--- src/rtl/fc_seq_pkg.sv ---
// Shared types for the FC layer sequencer: FSM state encoding and result width.
package fc_seq_pkg;

  localparam int unsigned RES_W = 32;

  typedef enum logic [2:0] {
    S_IDLE,
    S_FETCH,
    S_LOAD,
    S_START,
    S_WAIT,
    S_WRITE,
    S_DONE
  } state_e;

endpackage

--- src/rtl/fc_seq_argmax.sv ---
// Running signed maximum over the neuron results of one pass.
// Instantiated by fc_sequencer only when FC_SEQ_ARGMAX_EN is defined.
module fc_seq_argmax
  import fc_seq_pkg::*;
#(
  parameter int unsigned IDX_W = 3
) (
  input  logic             clk,
  input  logic             rst_n,
  input  logic             clear,
  input  logic             update,
  input  logic [IDX_W-1:0] idx,
  input  logic [RES_W-1:0] value,
  output logic [IDX_W-1:0] max_idx,
  output logic [RES_W-1:0] max_score
);

  logic take;

  // Index 0 always seeds the running max; later ties keep the lower index.
  always_comb begin
    take = (idx == '0) || ($signed(value) > $signed(max_score));
  end

  always_ff @(posedge clk or negedge rst_n) begin
    if (!rst_n) begin
      max_idx   <= '0;
      max_score <= '0;
    end else if (clear) begin
      max_idx   <= '0;
      max_score <= '0;
    end else if (update && take) begin
      max_idx   <= idx;
      max_score <= value;
    end
  end

endmodule

--- src/rtl/fc_sequencer.sv ---
// Sequences one fully-connected layer pass over N_OUT neurons through the FC datapath.
// Optional argmax tracking is enabled by defining FC_SEQ_ARGMAX_EN.
module fc_sequencer
  import fc_seq_pkg::*;
#(
  parameter int unsigned N_OUT    = 8,
  parameter int unsigned MEM_LAT  = 1,
  parameter int unsigned WAIT_MAX = 15,
  localparam int unsigned IDX_W   = $clog2(N_OUT)
) (
  input  logic             i_clk,
  input  logic             i_rst_n,
  input  logic             i_start,
  input  logic             i_abort,
  output logic             o_busy,
  output logic             o_done,
  output logic             o_error,
  output logic             o_mem_en,
  output logic [IDX_W-1:0] o_mem_addr,
  output logic             o_fc_start,
  input  logic             i_fc_finished,
  input  logic [RES_W-1:0] i_fc_output,
  output logic             o_res_valid,
  output logic [IDX_W-1:0] o_res_idx,
  output logic [RES_W-1:0] o_res_data,
  output logic [IDX_W-1:0] o_class,
  output logic [RES_W-1:0] o_class_score
);

  localparam int unsigned LAT_W = $clog2(MEM_LAT + 1);
  localparam int unsigned WD_W  = $clog2(WAIT_MAX + 1);

  state_e           state;
  logic [IDX_W-1:0] k;
  logic [LAT_W-1:0] lat_cnt;
  logic [WD_W-1:0]  wd_cnt;
  logic [RES_W-1:0] res;
  logic             start_accept;

  assign start_accept = (state == S_IDLE) && i_start;
  assign o_mem_addr   = k;
  assign o_res_idx    = k;
  assign o_res_data   = res;

  always_ff @(posedge i_clk or negedge i_rst_n) begin
    if (!i_rst_n) begin
      state       <= S_IDLE;
      k           <= '0;
      lat_cnt     <= '0;
      wd_cnt      <= '0;
      res         <= '0;
      o_busy      <= 1'b0;
      o_done      <= 1'b0;
      o_error     <= 1'b0;
      o_mem_en    <= 1'b0;
      o_fc_start  <= 1'b0;
      o_res_valid <= 1'b0;
    end else begin
      o_done      <= 1'b0;
      o_mem_en    <= 1'b0;
      o_fc_start  <= 1'b0;
      o_res_valid <= 1'b0;
      // Abort wins over everything else, including a same-cycle FC finish.
      if (state != S_IDLE && i_abort) begin
        state   <= S_DONE;
        o_error <= 1'b1;
        o_done  <= 1'b1;
      end else begin
        unique case (state)
          S_IDLE: begin
            if (start_accept) begin
              state    <= S_FETCH;
              k        <= '0;
              o_error  <= 1'b0;
              o_busy   <= 1'b1;
              o_mem_en <= 1'b1;
            end
          end
          S_FETCH: begin
            state   <= S_LOAD;
            lat_cnt <= '0;
          end
          S_LOAD: begin
            if (lat_cnt == LAT_W'(MEM_LAT - 1)) begin
              state      <= S_START;
              o_fc_start <= 1'b1;
            end else begin
              lat_cnt <= lat_cnt + 1'b1;
            end
          end
          S_START: begin
            state  <= S_WAIT;
            wd_cnt <= '0;
          end
          S_WAIT: begin
            if (i_fc_finished) begin
              res         <= i_fc_output;
              state       <= S_WRITE;
              o_res_valid <= 1'b1;
            end else if (wd_cnt == WD_W'(WAIT_MAX - 1)) begin
              state   <= S_DONE;
              o_error <= 1'b1;
              o_done  <= 1'b1;
            end else begin
              wd_cnt <= wd_cnt + 1'b1;
            end
          end
          S_WRITE: begin
            if (k == IDX_W'(N_OUT - 1)) begin
              state  <= S_DONE;
              o_done <= 1'b1;
            end else begin
              k        <= k + 1'b1;
              state    <= S_FETCH;
              o_mem_en <= 1'b1;
            end
          end
          S_DONE: begin
            state  <= S_IDLE;
            o_busy <= 1'b0;
          end
          default: begin
            state  <= S_IDLE;
            o_busy <= 1'b0;
          end
        endcase
      end
    end
  end

`ifdef FC_SEQ_ARGMAX_EN
  fc_seq_argmax #(
    .IDX_W(IDX_W)
  ) u_argmax (
    .clk      (i_clk),
    .rst_n    (i_rst_n),
    .clear    (start_accept),
    .update   (o_res_valid),
    .idx      (o_res_idx),
    .value    (o_res_data),
    .max_idx  (o_class),
    .max_score(o_class_score)
  );
`else
  assign o_class       = '0;
  assign o_class_score = '0;
`endif

endmodule

--- config.mk ---
export PLATFORM = sky130hd
export DESIGN_NAME = fc_sequencer
export DESIGN_NICKNAME = d
export VERILOG_FILES = /design/src/rtl/fc_seq_pkg.sv /design/src/rtl/fc_seq_argmax.sv /design/src/rtl/fc_sequencer.sv
export SDC_FILE = /design/constraint.sdc
export NUM_CORES = 1
export LEC_CHECK = 0
export ABC_CLOCK_PERIOD_IN_PS = 1850
export BUFFER_PORTS_ARGS = -buffer_cell sky130_fd_sc_hd__buf_2
export CAP_MARGIN = 20
export CORE_MARGIN = 2
export CORE_UTILIZATION = 46
export CTS_CLUSTER_DIAMETER = 50
export DETAILED_ROUTE_END_ITERATION = 7
export PLACE_DENSITY = 0.8
export SYNTH_ARGS = -nofsm -noshare
export SYNTH_HDL_FRONTEND = slang
export SYNTH_SLANG_ARGS = --single-unit
export TNS_END_PERCENT = 100
--- constraint.sdc ---
create_clock -name i_clk -period 1.85 [get_ports i_clk]
set_input_delay 0.2775 -clock i_clk [delete_from_list [all_inputs] [get_ports i_clk]]
set_output_delay 0.2775 -clock i_clk [all_outputs]
set_load 0.01 [all_outputs]
==> results of run 1 <==
[worst reg2reg max path: cells and delay by family, from the launching register on]
family          cells  cell delay, ps
compound gates      2             470
fa+ha+maj           2             390
simple gates        2             290
flops               1             420
[cell families after synthesis]
group	after synthesis	synth area share (%)
compound gates	25	6.878
xor+xnor	1	0.3704
fa+ha+maj	4	2.116
buf+inv	48	15.55
flops	48	50.79
mux	33	15.71
other cells	1	0.1586
simple gates	30	8.413
[area by class of cell]
type                    instances  area [µm²]
fillers                       441        2238
inverters                       4       15.01
well taps                      70       87.58
clock inverters                 1       7.507
flip-flops and latches         48        1201
multi-input cells             128       923.4
clock buffers                   7       86.33
repair buffers                 89       483.0
[sequential cells by signal, indices dropped and copies added (netlist names)]
name	flops
state	3
o_mem_en	1
o_fc_start	1
o_res_data	32
wd_cnt	4
o_error	1
o_res_valid	1
o_mem_addr	3
o_done	1
o_busy	1
[power by group through the flow]
| stage | registers [µW] | logic [µW] | clock network, µW |
|---|---|---|---|
| 2_1_floorplan | 1980 | 926 | 0 |
| 5_1_grt | 1840 | 1840 | 693 |
| 3_5_place_dp | 1800 | 1660 | 0 |
| 4_1_cts | 1780 | 1660 | 665 |
| 6_report | 1770 | 1640 | 626 |
| 3_3_place_gp | 1770 | 1620 | 0 |
[synthesized netlist by cell type, types with 2 or more instances]
cell type / count
sky130_fd_sc_hd__a21o_1: 2
sky130_fd_sc_hd__a21oi_1: 5
sky130_fd_sc_hd__a22o_1: 3
sky130_fd_sc_hd__buf_4: 38
sky130_fd_sc_hd__buf_6: 3
sky130_fd_sc_hd__dfrtp_1: 48
sky130_fd_sc_hd__ha_1: 4
sky130_fd_sc_hd__inv_1: 4
sky130_fd_sc_hd__mux2_1: 3
sky130_fd_sc_hd__mux2_2: 30
sky130_fd_sc_hd__nand2_1: 7
sky130_fd_sc_hd__nand2b_1: 2
sky130_fd_sc_hd__nand3_1: 4
sky130_fd_sc_hd__nand3b_1: 2
sky130_fd_sc_hd__nor2_1: 5
sky130_fd_sc_hd__nor3_1: 2
sky130_fd_sc_hd__o21ai_0: 9
[worst paths after layout]
kind / start / to / slack (ps) / depth (start not counted)
setup / recovery: o_mem_addr[0]$_DFFE_PN0P_ / state[1]$_DFFE_PN0P_ / 160 / 6
hold / removal: i_fc_output[28] / o_res_data[28]$_DFFE_PN0P_ / 200 / 2
setup reg to reg: o_mem_addr[0]$_DFFE_PN0P_ / state[1]$_DFFE_PN0P_ / 160 / 6
hold reg to reg: o_error$_DFFE_PN0P_ / o_error$_DFFE_PN0P_ / 480 / 2
max in group asynchronous: i_rst_n / o_res_data[20]$_DFFE_PN0P_ / 810 / 3
min in group asynchronous: i_rst_n / state[2]$_DFFE_PN0P_ / 440 / 2
[metal layers]
metal  up-vias  wire, µm  global-route usage, %
met3         7       310                  4.101
met2        74      1991                  22.22
met1       744      1654                  17.76
li1        752         -                      -
met4         0        79                  5.848
met5         -         0                      0
[per-stage QoR]
stage	setup WS [ps]	utilization (%)	std cells	hold WS, ps	cell area (µm²)
CTS	153.8	55.61	347	188.4	2804
floorplan	185.5	-	224	-18.09	2492
global route	25.45	55.61	347	195.9	2804
global placement	193.6	53.55	338	227.3	2700
finish	158.1	55.61	347	203.3	2804
detailed placement	165.7	53.55	338	232.0	2700
[timing repair]
action | in CTS | in global routing
endpoints found under the setup margin | 0 | 0
hold endpoints to repair | 17 | 0
hold buffers | 1 | 0
setup buffers | 0 | 0
==> impl_results.rst, run 1 <==
.. list-table::
   :header-rows: 1

   * - Metric
     - Value
   * - Data required time at the worst endpoint
     - 2030 ps
   * - Most common flop cell mapped by yosys
     - sky130_fd_sc_hd__dfrtp_1
   * - Standard-cell rows
     - 26
   * - Count of endpoints failing setup in the final report
     - 0
   * - Proportion of netlist area held by the largest area contributor
     - 50.79%
   * - Overall fraction of global-route tracks in use
     - 13.93%
   * - Maximum number of pins on one net before global-route repair
     - 22
   * - Power per cell area
     - 1439 nW/µm²
   * - Total clock buffers created by CTS
     - 5
   * - Largest clock skew in the final design
     - 5.706 ps
   * - Worst path top cell family by delay
     - compound AO/OA/AOI/OAI gates
   * - Max Buffers Root-to-Sink
     - 2
   * - Largest cells by area after synthesis
     - sky130_fd_sc_hd__dfrtp_1 51%, sky130_fd_sc_hd__mux2_2 14%, sky130_fd_sc_hd__buf_4 12%
   * - Register bit count reported by yosys
     - 48
   * - Critical Path Most Common Cell
     - sky130_fd_sc_hd__ha_1
   * - Via-to-Cell Ratio
     - 4.545
   * - Combinational fraction of design power
     - 40.5%
   * - Area overhead of the layout relative to synthesis
     - 18.57%
   * - Data arrival time of the critical path
     - 1880 ps
   * - Setup repair after global routing missed its margin
     - false
   * - Slowest stage delay, CP
     - 420 ps
   * - Average wire per cell in the routed design
     - 11.63 µm
   * - Highest-count cells in the layout ignoring fill and taps
     - 80 x sky130_fd_sc_hd__buf_2, 48 x sky130_fd_sc_hd__dfrtp_1, 35 x sky130_fd_sc_hd__conb_1
   * - Antenna Violating Nets Remaining
     - 0
   * - Count of unresolved DRC violations after routing
     - 0
   * - Max-cap check violation count
     - 0
   * - Power Internal
     - 2653 µW
   * - Run status
     - completed
   * - # diodes
     - 0
   * - Synthesized cell area
     - 2365 µm²
   * - Horiz. Die Dim
     - 75.70 µm
   * - Number of H-tree levels
     - 2
   * - Final period utilization
     - 91.45%
   * - Area leader, netlist
     - sky130_fd_sc_hd__dfrtp_1
   * - Share of total power in the clock network
     - 15.5%
   * - Root Buffer
     - sky130_fd_sc_hd__clkbuf_8
   * - Ordered cell list for the critical path
     - ha_1, ha_1, and3b_2, o21ai_0, nand2_1, o31a_2
   * - Final RePlAce weighted congestion
     - 0.7870
   * - DIE HEIGHT
     - 75.70 µm
   * - Number of synthesized flops with an enable pin
     - 0
   * - Final max-slew violation count
     - 0
   * - Critical setup path kind
     - reg -> reg
   * - Total power of the final layout
     - 4035 µW
   * - Buffer and inverter count on the worst path
     - 0
   * - Clock transition at the registers of the reported paths
     - 80 ps
   * - Clk Latency, worst-skew pair
     - 290 ps
   * - Wirelength, routed
     - 4.035 mm
   * - CP max-delay cell
     - sky130_fd_sc_hd__dfrtp_1
   * - Avg Cell Area, Syn
     - 12.45 µm²
   * - Commonest non-fill, non-tap cell in the layout
     - sky130_fd_sc_hd__buf_2
   * - Total vias in the final route
     - 1,577
   * - Share of synthesized area occupied by flip-flops and latches
     - 50.79%
   * - Switching share of total power
     - 34.26%
   * - Via count of the first global-routing pass
     - 1,325
   * - Placeable Area
     - 5042 µm²
   * - Area of the die
     - 5730 µm²
   * - Share of post-route cells with drive strength above 1
     - 48.38%
   * - Number of antenna violations at the first check in global routing
     - 0
   * - Net count of the finished layout
     - 317
   * - Async set-reset flop share out of synthesis
     - 100.0%
   * - Number of clock sinks
     - 48
   * - Achievable clock frequency
     - 591.1 MHz
   * - LEAKAGE
     - 0.001479 µW
   * - Placed wire-length estimate
     - 3.191 mm
   * - Worst hold-check path type
     - in -> reg
   * - Aggregate global routing overflow
     - 0
   * - Max FO, Critical Path
     - 4
   * - Initial Utilization
     - 46.90%
   * - Number of placed I/O pins
     - 116
   * - Number of DRC markers after the initial detailed-route iteration
     - 45
   * - Net switching power
     - 1382 µW
   * - First-pass GRT wire length
     - 5.982 mm
   * - Final setup TNS
     - 0 ps
   * - Yosys warnings
     - 0
   * - Kind of start point of the critical path
     - register
   * - Reg power frac
     - 44.0%
   * - Number of iterations in the first detailed-routing pass
     - 4
   * - Total count of hold-check failures in the final report
     - 0
   * - Number of different library cells in the post-synthesis netlist
     - 36
   * - TritonCTS clock tree
     - yes
   * - CP Capture Type
     - register
   * - Number of cells upsized or downsized after cts
     - 0
   * - Cells after Synth
     - 190
   * - Maximum vdd drop
     - 565.9 µV
   * - Number of input and output port buffers inserted
     - 80
   * - Final worst path period need
     - 1692 ps
Power figures use the tool's default switching activity.
==> run 2: changes to the inputs <==
Settings changed: ABC_AREA set to 1.
==> run 2 against run 1 <==
Critical path depth increased by 2. Utilization increased by 1.8 points. Routed wire length increased by 14%. Power decreased by 3.4%. Sequential share of layout area increased by 0.60 points. Global-route usage increased by 2.4 points. First-iteration DRC count increased by 58%. Combinational power decreased by 9%. Largest cell class unchanged.
==> impl_results.rst, run 2 <==
.. list-table::
   :header-rows: 1

   * - Metric
     - Value
   * - Run status
     - completed
   * - Worst slack, placed
     - 373.3 ps
   * - Most common flop cell mapped by yosys
     - sky130_fd_sc_hd__dfrtp_1
   * - Setup slack after layout
     - 360.0 ps
   * - Number of H-tree levels
     - 2
   * - Root Buffer
     - sky130_fd_sc_hd__clkbuf_8
   * - Total count of hold-check failures in the final report
     - 0
   * - Crit path from
     - wd_cnt[0]$_DFFE_PN0P_
   * - Worst Hold Slack
     - 160.8 ps
   * - Count of endpoints failing setup in the final report
     - 0
   * - Placeable Area
     - 4817 µm²
   * - Number of synthesized flops with an enable pin
     - 0
   * - Area leader, netlist
     - sky130_fd_sc_hd__dfrtp_1
   * - Number of input and output port buffers inserted
     - 80
   * - Max FO, Critical Path
     - 6
   * - Switching share of total power
     - 39.20%
   * - Largest clock skew in the final design
     - 7.750 ps
   * - Register bit count reported by yosys
     - 48
   * - Most used standard cells in the synthesized netlist
     - 125 x sky130_fd_sc_hd__nand2_1, 48 x sky130_fd_sc_hd__dfrtp_1, 41 x sky130_fd_sc_hd__buf_4
   * - Overall fraction of global-route tracks in use
     - 16.36%
   * - Reg power frac
     - 44.9%
   * - Number of cells upsized or downsized after cts
     - 0
   * - Worst-Margin Slew
     - 543.8 ps
   * - Final setup TNS
     - 0 ps
   * - Clock transition at the registers of the reported paths
     - 90 ps
   * - DIE HEIGHT
     - 75.40 µm
   * - Highest-count cells in the layout ignoring fill and taps
     - 125 x sky130_fd_sc_hd__nand2_1, 80 x sky130_fd_sc_hd__buf_2, 48 x sky130_fd_sc_hd__dfrtp_1
   * - Achievable clock frequency
     - 671.1 MHz
   * - TritonCTS clock tree
     - yes
   * - First-pass GRT wire length
     - 6.996 mm
   * - Max-cap check violation count
     - 0
   * - Net count of the finished layout
     - 403
   * - Number of different library cells in the post-synthesis netlist
     - 21
   * - Placed wire-length estimate
     - 3.437 mm
   * - Largest cells by area after synthesis
     - sky130_fd_sc_hd__dfrtp_1 51%, sky130_fd_sc_hd__nand2_1 20%, sky130_fd_sc_hd__buf_4 13%
   * - Number of antenna violations at the first check in global routing
     - 1
   * - Via count of the first global-routing pass
     - 1,588
   * - Worst setup path end
     - wd_cnt[1]$_DFFE_PN0P_
   * - Clk Latency, worst-skew pair
     - 300 ps
   * - Initial Utilization
     - 48.68%
   * - Post-CTS Hold Buffers
     - 1
   * - Share of post-route cells with drive strength above 1
     - 26.72%
   * - Synthesized cell area
     - 2345 µm²
   * - Power Internal
     - 2369 µW
   * - Flip-flop count of the largest register, all copies and words added
     - 32
   * - # Post-CTS Setup Buffers
     - 0
   * - Via-to-Cell Ratio
     - 4.474
   * - Maximum number of pins on one net before global-route repair
     - 34
   * - Count of unresolved DRC violations after routing
     - 0
   * - Share of synthesized area occupied by flip-flops and latches
     - 51.23%
   * - Net switching power
     - 1528 µW
   * - Yosys warnings
     - 0
   * - Horiz. Die Dim
     - 75.40 µm
   * - CP Capture Type
     - register
   * - Final max-slew violation count
     - 0
   * - Crit Reg-Reg Endpoint
     - wd_cnt[1]$_DFFE_PN0P_
   * - Area of the die
     - 5684 µm²
   * - Total clock buffers created by CTS
     - 5
   * - Final worst path period need
     - 1490 ps
   * - Final RePlAce weighted congestion
     - 0.7808
   * - Power per cell area
     - 1409 nW/µm²
   * - LEAKAGE
     - 0.001683 µW
   * - Kind of start point of the critical path
     - register
   * - Number of placed I/O pins
     - 116
   * - Setup repair after global routing missed its margin
     - false
   * - Async set-reset flop share out of synthesis
     - 100.0%
   * - Non-filler instance count after layout
     - 430
   * - Proportion of netlist area held by the largest area contributor
     - 51.23%
   * - Number of placed cells counting well taps
     - 421
   * - Area overhead of the layout relative to synthesis
     - 17.93%
   * - Average wire per cell in the routed design
     - 10.71 µm
   * - Max Buffers Root-to-Sink
     - 2
   * - Final period utilization
     - 80.54%
   * - Critical setup path kind
     - reg -> reg
   * - Number of clock sinks
     - 48
   * - Data required time at the worst endpoint
     - 2090 ps
   * - # diodes
     - 0
   * - Aggregate global routing overflow
     - 0
   * - Standard-cell rows
     - 25
   * - Commonest non-fill, non-tap cell in the layout
     - sky130_fd_sc_hd__nand2_1
   * - Cells after Synth
     - 283
   * - Most numerous cell in the Yosys netlist
     - sky130_fd_sc_hd__nand2_1
   * - Total vias in the final route
     - 1,924
   * - Number of DRC markers after the initial detailed-route iteration
     - 71
   * - Share of total power in the clock network
     - 16.8%
   * - Worst hold-check path type
     - in -> reg
   * - Minimum setup slack among reg-to-reg paths
     - 360 ps
   * - Length in cells of the worst reg-to-reg path
     - 8
   * - Slew headroom
     - 63.75%
   * - Antenna Violating Nets Remaining
     - 0
   * - Worst R2R Start
     - wd_cnt[0]$_DFFE_PN0P_
   * - Maximum vdd drop
     - 707.7 µV
   * - Data arrival time of the critical path
     - 1730 ps
   * - Avg Cell Area, Syn
     - 8.285 µm²
   * - Wirelength, routed
     - 4.606 mm
   * - Number of iterations in the first detailed-routing pass
     - 4
   * - Combinational fraction of design power
     - 38.4%
==> run 2: cell count changes after synthesis, moves of 3 or more <==
cell and change:
sky130_fd_sc_hd__mux2_1 -3, sky130_fd_sc_hd__buf_4 +3, sky130_fd_sc_hd__a21oi_1 -4, sky130_fd_sc_hd__nand3_1 +11, sky130_fd_sc_hd__inv_1 +11, sky130_fd_sc_hd__mux2_2 -30
sky130_fd_sc_hd__o21ai_0 -4, sky130_fd_sc_hd__nand2_1 +118, sky130_fd_sc_hd__nor2_1 +7, sky130_fd_sc_hd__buf_6 -3, sky130_fd_sc_hd__a22o_1 -3
==> run 2: area by class of cell <==
type / count / area (µm²)
multi-input cells: 207 / 882.1
clock inverters: 2 / 13.76
fillers: 469 / 2052
clock buffers: 6 / 82.58
repair buffers: 83 / 437.9
flip-flops and latches: 48 / 1201
inverters: 17 / 63.81
well taps: 67 / 83.83
==> run 2: cell families after synthesis <==
| kind of cell | share of synthesized area, % |
|---|---|
| flip-flops | 51.23 |
| other | 0.1599 |
| adder cells (fa/ha/maj) | 2.135 |
| buffers and inverters | 16.60 |
| AO/OA/AOI/OAI | 2.294 |
| AND/OR/NAND/NOR | 27.21 |
| XOR/XNOR | 0.3736 |
==> run 2: how the worst min path moves through the flow <==
stage / from / end / slack (ps) / cells after the start
2_1_floorplan: i_rst_n / o_busy$_DFFE_PN0P_ / -20 / 0
3_3_place_gp: i_rst_n / o_mem_addr[2]$_DFFE_PN0P_ / 280 / 1
3_5_place_dp: i_rst_n / o_mem_addr[2]$_DFFE_PN0P_ / 290 / 1
4_1_cts: i_fc_output[29] / o_res_data[29]$_DFFE_PN0P_ / 150 / 3
5_1_grt: i_fc_output[23] / o_res_data[23]$_DFFE_PN0P_ / 150 / 3
6_report: i_fc_output[29] / o_res_data[29]$_DFFE_PN0P_ / 160 / 3
==> run 2: power groups by stage <==
stage / Sequential, µW / Clock, µW / Combinational (µW)
after floorplan: 1920 / 0 / 812
after global placement: 1750 / 0 / 1470
after detailed placement: 1760 / 0 / 1520
after CTS: 1750 / 681 / 1520
after global routing: 1810 / 716 / 1710
final: 1750 / 654 / 1490
==> run 2: metrics by stage <==
| stage | instance area, µm² | utilization [%] | total power, µW |
|---|---|---|---|
| finish | 2765 | 57.40 | 3897 |
| global route | 2765 | 57.40 | 4232 |
| CTS | 2765 | 57.40 | 3946 |
| detailed placement | 2659 | 55.19 | 3275 |
| global placement | 2659 | 55.19 | 3219 |
| floorplan | 2472 | - | 2734 |
==> run 2: routing by layer <==
layer  GRT usage [%]  up-vias  share of wire, %
li1                -      948                 -
met1           20.26      874                42
met2           27.15       91                47
met3           4.630        9               8.5
met4           6.433        2               1.7
met5               0        -              0.15
==> run 2: critical path, stage by stage, from the launching register on <==
cell,delay [ps]
sky130_fd_sc_hd__dfrtp_1,450
sky130_fd_sc_hd__inv_1,80
sky130_fd_sc_hd__ha_1,140
sky130_fd_sc_hd__nand2_1,50
sky130_fd_sc_hd__nor2_1,300
sky130_fd_sc_hd__o21ai_2,170
sky130_fd_sc_hd__nand2_2,120
sky130_fd_sc_hd__nand2_1,60
sky130_fd_sc_hd__nand2_1,60
==> run 3: changes to the inputs <==
Settings changed: ABC_CLOCK_PERIOD_IN_PS 1850 to 1300, CORE_UTILIZATION 46 to 41, PLACE_DENSITY 0.8 to 0.76.
Clock period 1.85 ns to 1.3 ns, I/O delays scaled along.
==> run 3 against run 2 <==
The run now ends with negative setup slack left. Sequential cell count stayed put. Hold slack worse by 71 ps. Routed wire length is 15% higher.
==> impl_results.rst, run 3 (same netlist as run 2, synthesis figures left out) <==
.. list-table::
   :header-rows: 1

   * - Metric
     - Value
   * - Fillers
     - 504
   * - Area of the die
     - 6340 µm²
   * - Root Buffer
     - sky130_fd_sc_hd__clkbuf_8
   * - Initial Utilization
     - 42.58%
   * - # diodes
     - 0
   * - Clk Latency, worst-skew pair
     - 290 ps
   * - Number of clock sinks
     - 48
   * - Aggregate global routing overflow
     - 0
   * - Highest-count cells in the layout ignoring fill and taps
     - 97 x sky130_fd_sc_hd__nand2_1, 80 x sky130_fd_sc_hd__buf_2, 47 x sky130_fd_sc_hd__dfrtp_1
   * - Achievable clock frequency
     - 757.2 MHz
   * - Critical setup path kind
     - reg -> reg
   * - Count of endpoints failing setup in the final report
     - 15
   * - Area overhead of the layout relative to synthesis
     - 36.98%
   * - Average wire per cell in the routed design
     - 11.61 µm
   * - Maximum vdd drop
     - 1205 µV
   * - Number of input and output port buffers inserted
     - 80
   * - Maximum number of pins on one net before global-route repair
     - 49
   * - Number of placed I/O pins
     - 116
   * - Total power of the final layout
     - 6334 µW
   * - Final period utilization
     - 101.6%
   * - Total count of hold-check failures in the final report
     - 0
   * - Number of DRC markers after the initial detailed-route iteration
     - 54
   * - Worst slack, placed
     - -63.05 ps
   * - Violations in the final reports
     - negative setup slack
   * - Worst path top cell family by delay
     - simple AND/OR/NAND/NOR gates
   * - Combinational fraction of design power
     - 44.5%
   * - Kind of start point of the critical path
     - register
   * - Count of unresolved DRC violations after routing
     - 0
   * - Final worst path period need
     - 1321 ps
   * - Data required time at the worst endpoint
     - 1490 ps
   * - Final RePlAce weighted congestion
     - 0.9045
   * - Share of total power in the clock network
     - 17.1%
   * - Share of post-route cells with drive strength above 1
     - 40.36%
   * - Post-route standard cell area excluding fillers
     - 3212 µm²
   * - Net switching power
     - 2422 µW
   * - Placeable Area
     - 5507 µm²
   * - Clock transition at the registers of the reported paths
     - 90 ps
   * - Placed wire-length estimate
     - 3.511 mm
   * - Max FO, Critical Path
     - 6
   * - Standard-cell rows
     - 27
   * - Wirelength, routed
     - 5.295 mm
   * - Total vias in the final route
     - 1,992
   * - Data arrival time of the critical path
     - 1510 ps
   * - Reg power frac
     - 38.4%
   * - Horiz. Die Dim
     - 79.63 µm
   * - Number of iterations in the first detailed-routing pass
     - 4
   * - Antenna Violating Nets Remaining
     - 0
   * - CP Capture Type
     - register
   * - Worst hold-check path type
     - in -> reg
   * - Setup repair after global routing missed its margin
     - true
   * - Placed inst area
     - 2793 µm²
   * - Sequential Area
     - 1202 µm²
   * - Max-cap check violation count
     - 0
   * - Number of antenna violations at the first check in global routing
     - 0
   * - Run status
     - complete, but fails checks
   * - Via-to-Cell Ratio
     - 4.368
   * - Commonest non-fill, non-tap cell in the layout
     - sky130_fd_sc_hd__nand2_1
   * - Switching share of total power
     - 38.24%
   * - Final max-slew violation count
     - 0
   * - CP max-delay cell
     - sky130_fd_sc_hd__dfrtp_1
   * - Final setup TNS
     - -144.7 ps
   * - Overall fraction of global-route tracks in use
     - 14.80%
   * - Via count of the first global-routing pass
     - 1,745
   * - First-pass GRT wire length
     - 7.458 mm
   * - Area taken by multi-input logic gates
     - 1039 µm²
   * - Max Buffers Root-to-Sink
     - 2
   * - Slowest stage delay, CP
     - 410 ps
   * - TritonCTS clock tree
     - yes
   * - Net count of the finished layout
     - 424
   * - LEAKAGE
     - 0.001891 µW
   * - Buffer and inverter count on the worst path
     - 3
   * - DIE HEIGHT
     - 79.63 µm
   * - Setup slack after layout
     - -20.68 ps
   * - Total clock buffers created by CTS
     - 5
   * - Largest clock skew in the final design
     - 4.789 ps
   * - Flip-flop count of the largest register, all copies and words added
     - 32
   * - Power Internal
     - 3912 µW
   * - Ordered cell list for the critical path
     - nor2_4, nand2_4, nand2_4, buf_12, buf_6, nand3_2, nand2_1, inv_1
   * - Number of H-tree levels
     - 2
   * - Power per cell area
     - 1972 nW/µm²
   * - Critical Path Most Common Cell
     - sky130_fd_sc_hd__nand2_4
==> run 3: power groups by stage <==
stage	Combinational [µW]	Sequential, µW	Clock, µW
after detailed placement	2440	2450	0
after CTS	2480	2430	1110
after floorplan	1160	2740	0
after global placement	2380	2440	0
after global routing	3150	2530	1170
final	2820	2440	1080
==> run 3: area by class of cell <==
| type | count | area share [%] |
|---|---|---|
| Tap cell | 72 | 2.805 |
| Timing Repair Buffer | 104 | 21.58 |
| Inverter | 17 | 2.220 |
| Sequential cell | 48 | 37.44 |
| Clock inverter | 3 | 1.480 |
| Multi-Input combinational cell | 207 | 32.33 |
| Clock buffer | 5 | 2.143 |
==> run 3: stage by stage <==
stage	utilization [%]	cells	hold WS, ps
2_1_floorplan	-	317	-100.6
4_1_cts	53.24	449	80.61
5_1_grt	58.33	456	82.08
3_3_place_gp	50.72	441	193.0
3_5_place_dp	50.72	441	197.1
6_report	58.33	456	89.45
==> run 3: worst paths after layout <==
kind / from / endpoint / cells past startpoint / slack [ps]
max: state[1]$_DFFE_PN0P_ / state[1]$_DFFE_PN0P_ / 8 / -20
min: i_fc_output[24] / o_res_data[24]$_DFFE_PN0P_ / 3 / 90
max reg2reg: state[1]$_DFFE_PN0P_ / state[1]$_DFFE_PN0P_ / 8 / -20
min reg2reg: o_res_data[7]$_DFFE_PN0P_ / o_res_data[7]$_DFFE_PN0P_ / 2 / 480
max in group asynchronous: i_rst_n / state[2]$_DFFE_PN0P_ / 3 / 660
min in group asynchronous: i_rst_n / o_error$_DFFE_PN0P_ / 3 / 420
==> run 3: routing by layer <==
layer / wire length, µm / global-route usage, %
met1: 2172 / 17.82
met2: 2724 / 26.47
met3: 379 / 3.507
met4: 19 / 3.793
met5: 0 / 0
==> run 3: worst reg2reg max path, cell delays in order (launching register included) <==
cell                      delay [ps]
sky130_fd_sc_hd__dfrtp_1         410
sky130_fd_sc_hd__nor2_4          240
sky130_fd_sc_hd__nand2_4         100
sky130_fd_sc_hd__nand2_4         110
sky130_fd_sc_hd__buf_12          110
sky130_fd_sc_hd__buf_6            90
sky130_fd_sc_hd__nand3_2          60
sky130_fd_sc_hd__nand2_1          60
sky130_fd_sc_hd__inv_1            30
==> run 3: what timing repair did <==
| item | CTS | global route |
|---|---|---|
| endpoints found under the hold margin | 48 | 0 |
| endpoints found under the setup margin | 9 | 42 |
| hold buffers | 1 | 0 |
| setup buffers | 0 | 3 |
| gates cloned | 0 | 4 |
| resized for setup | 6 | 50 |
| pin swaps | 3 | 16 |
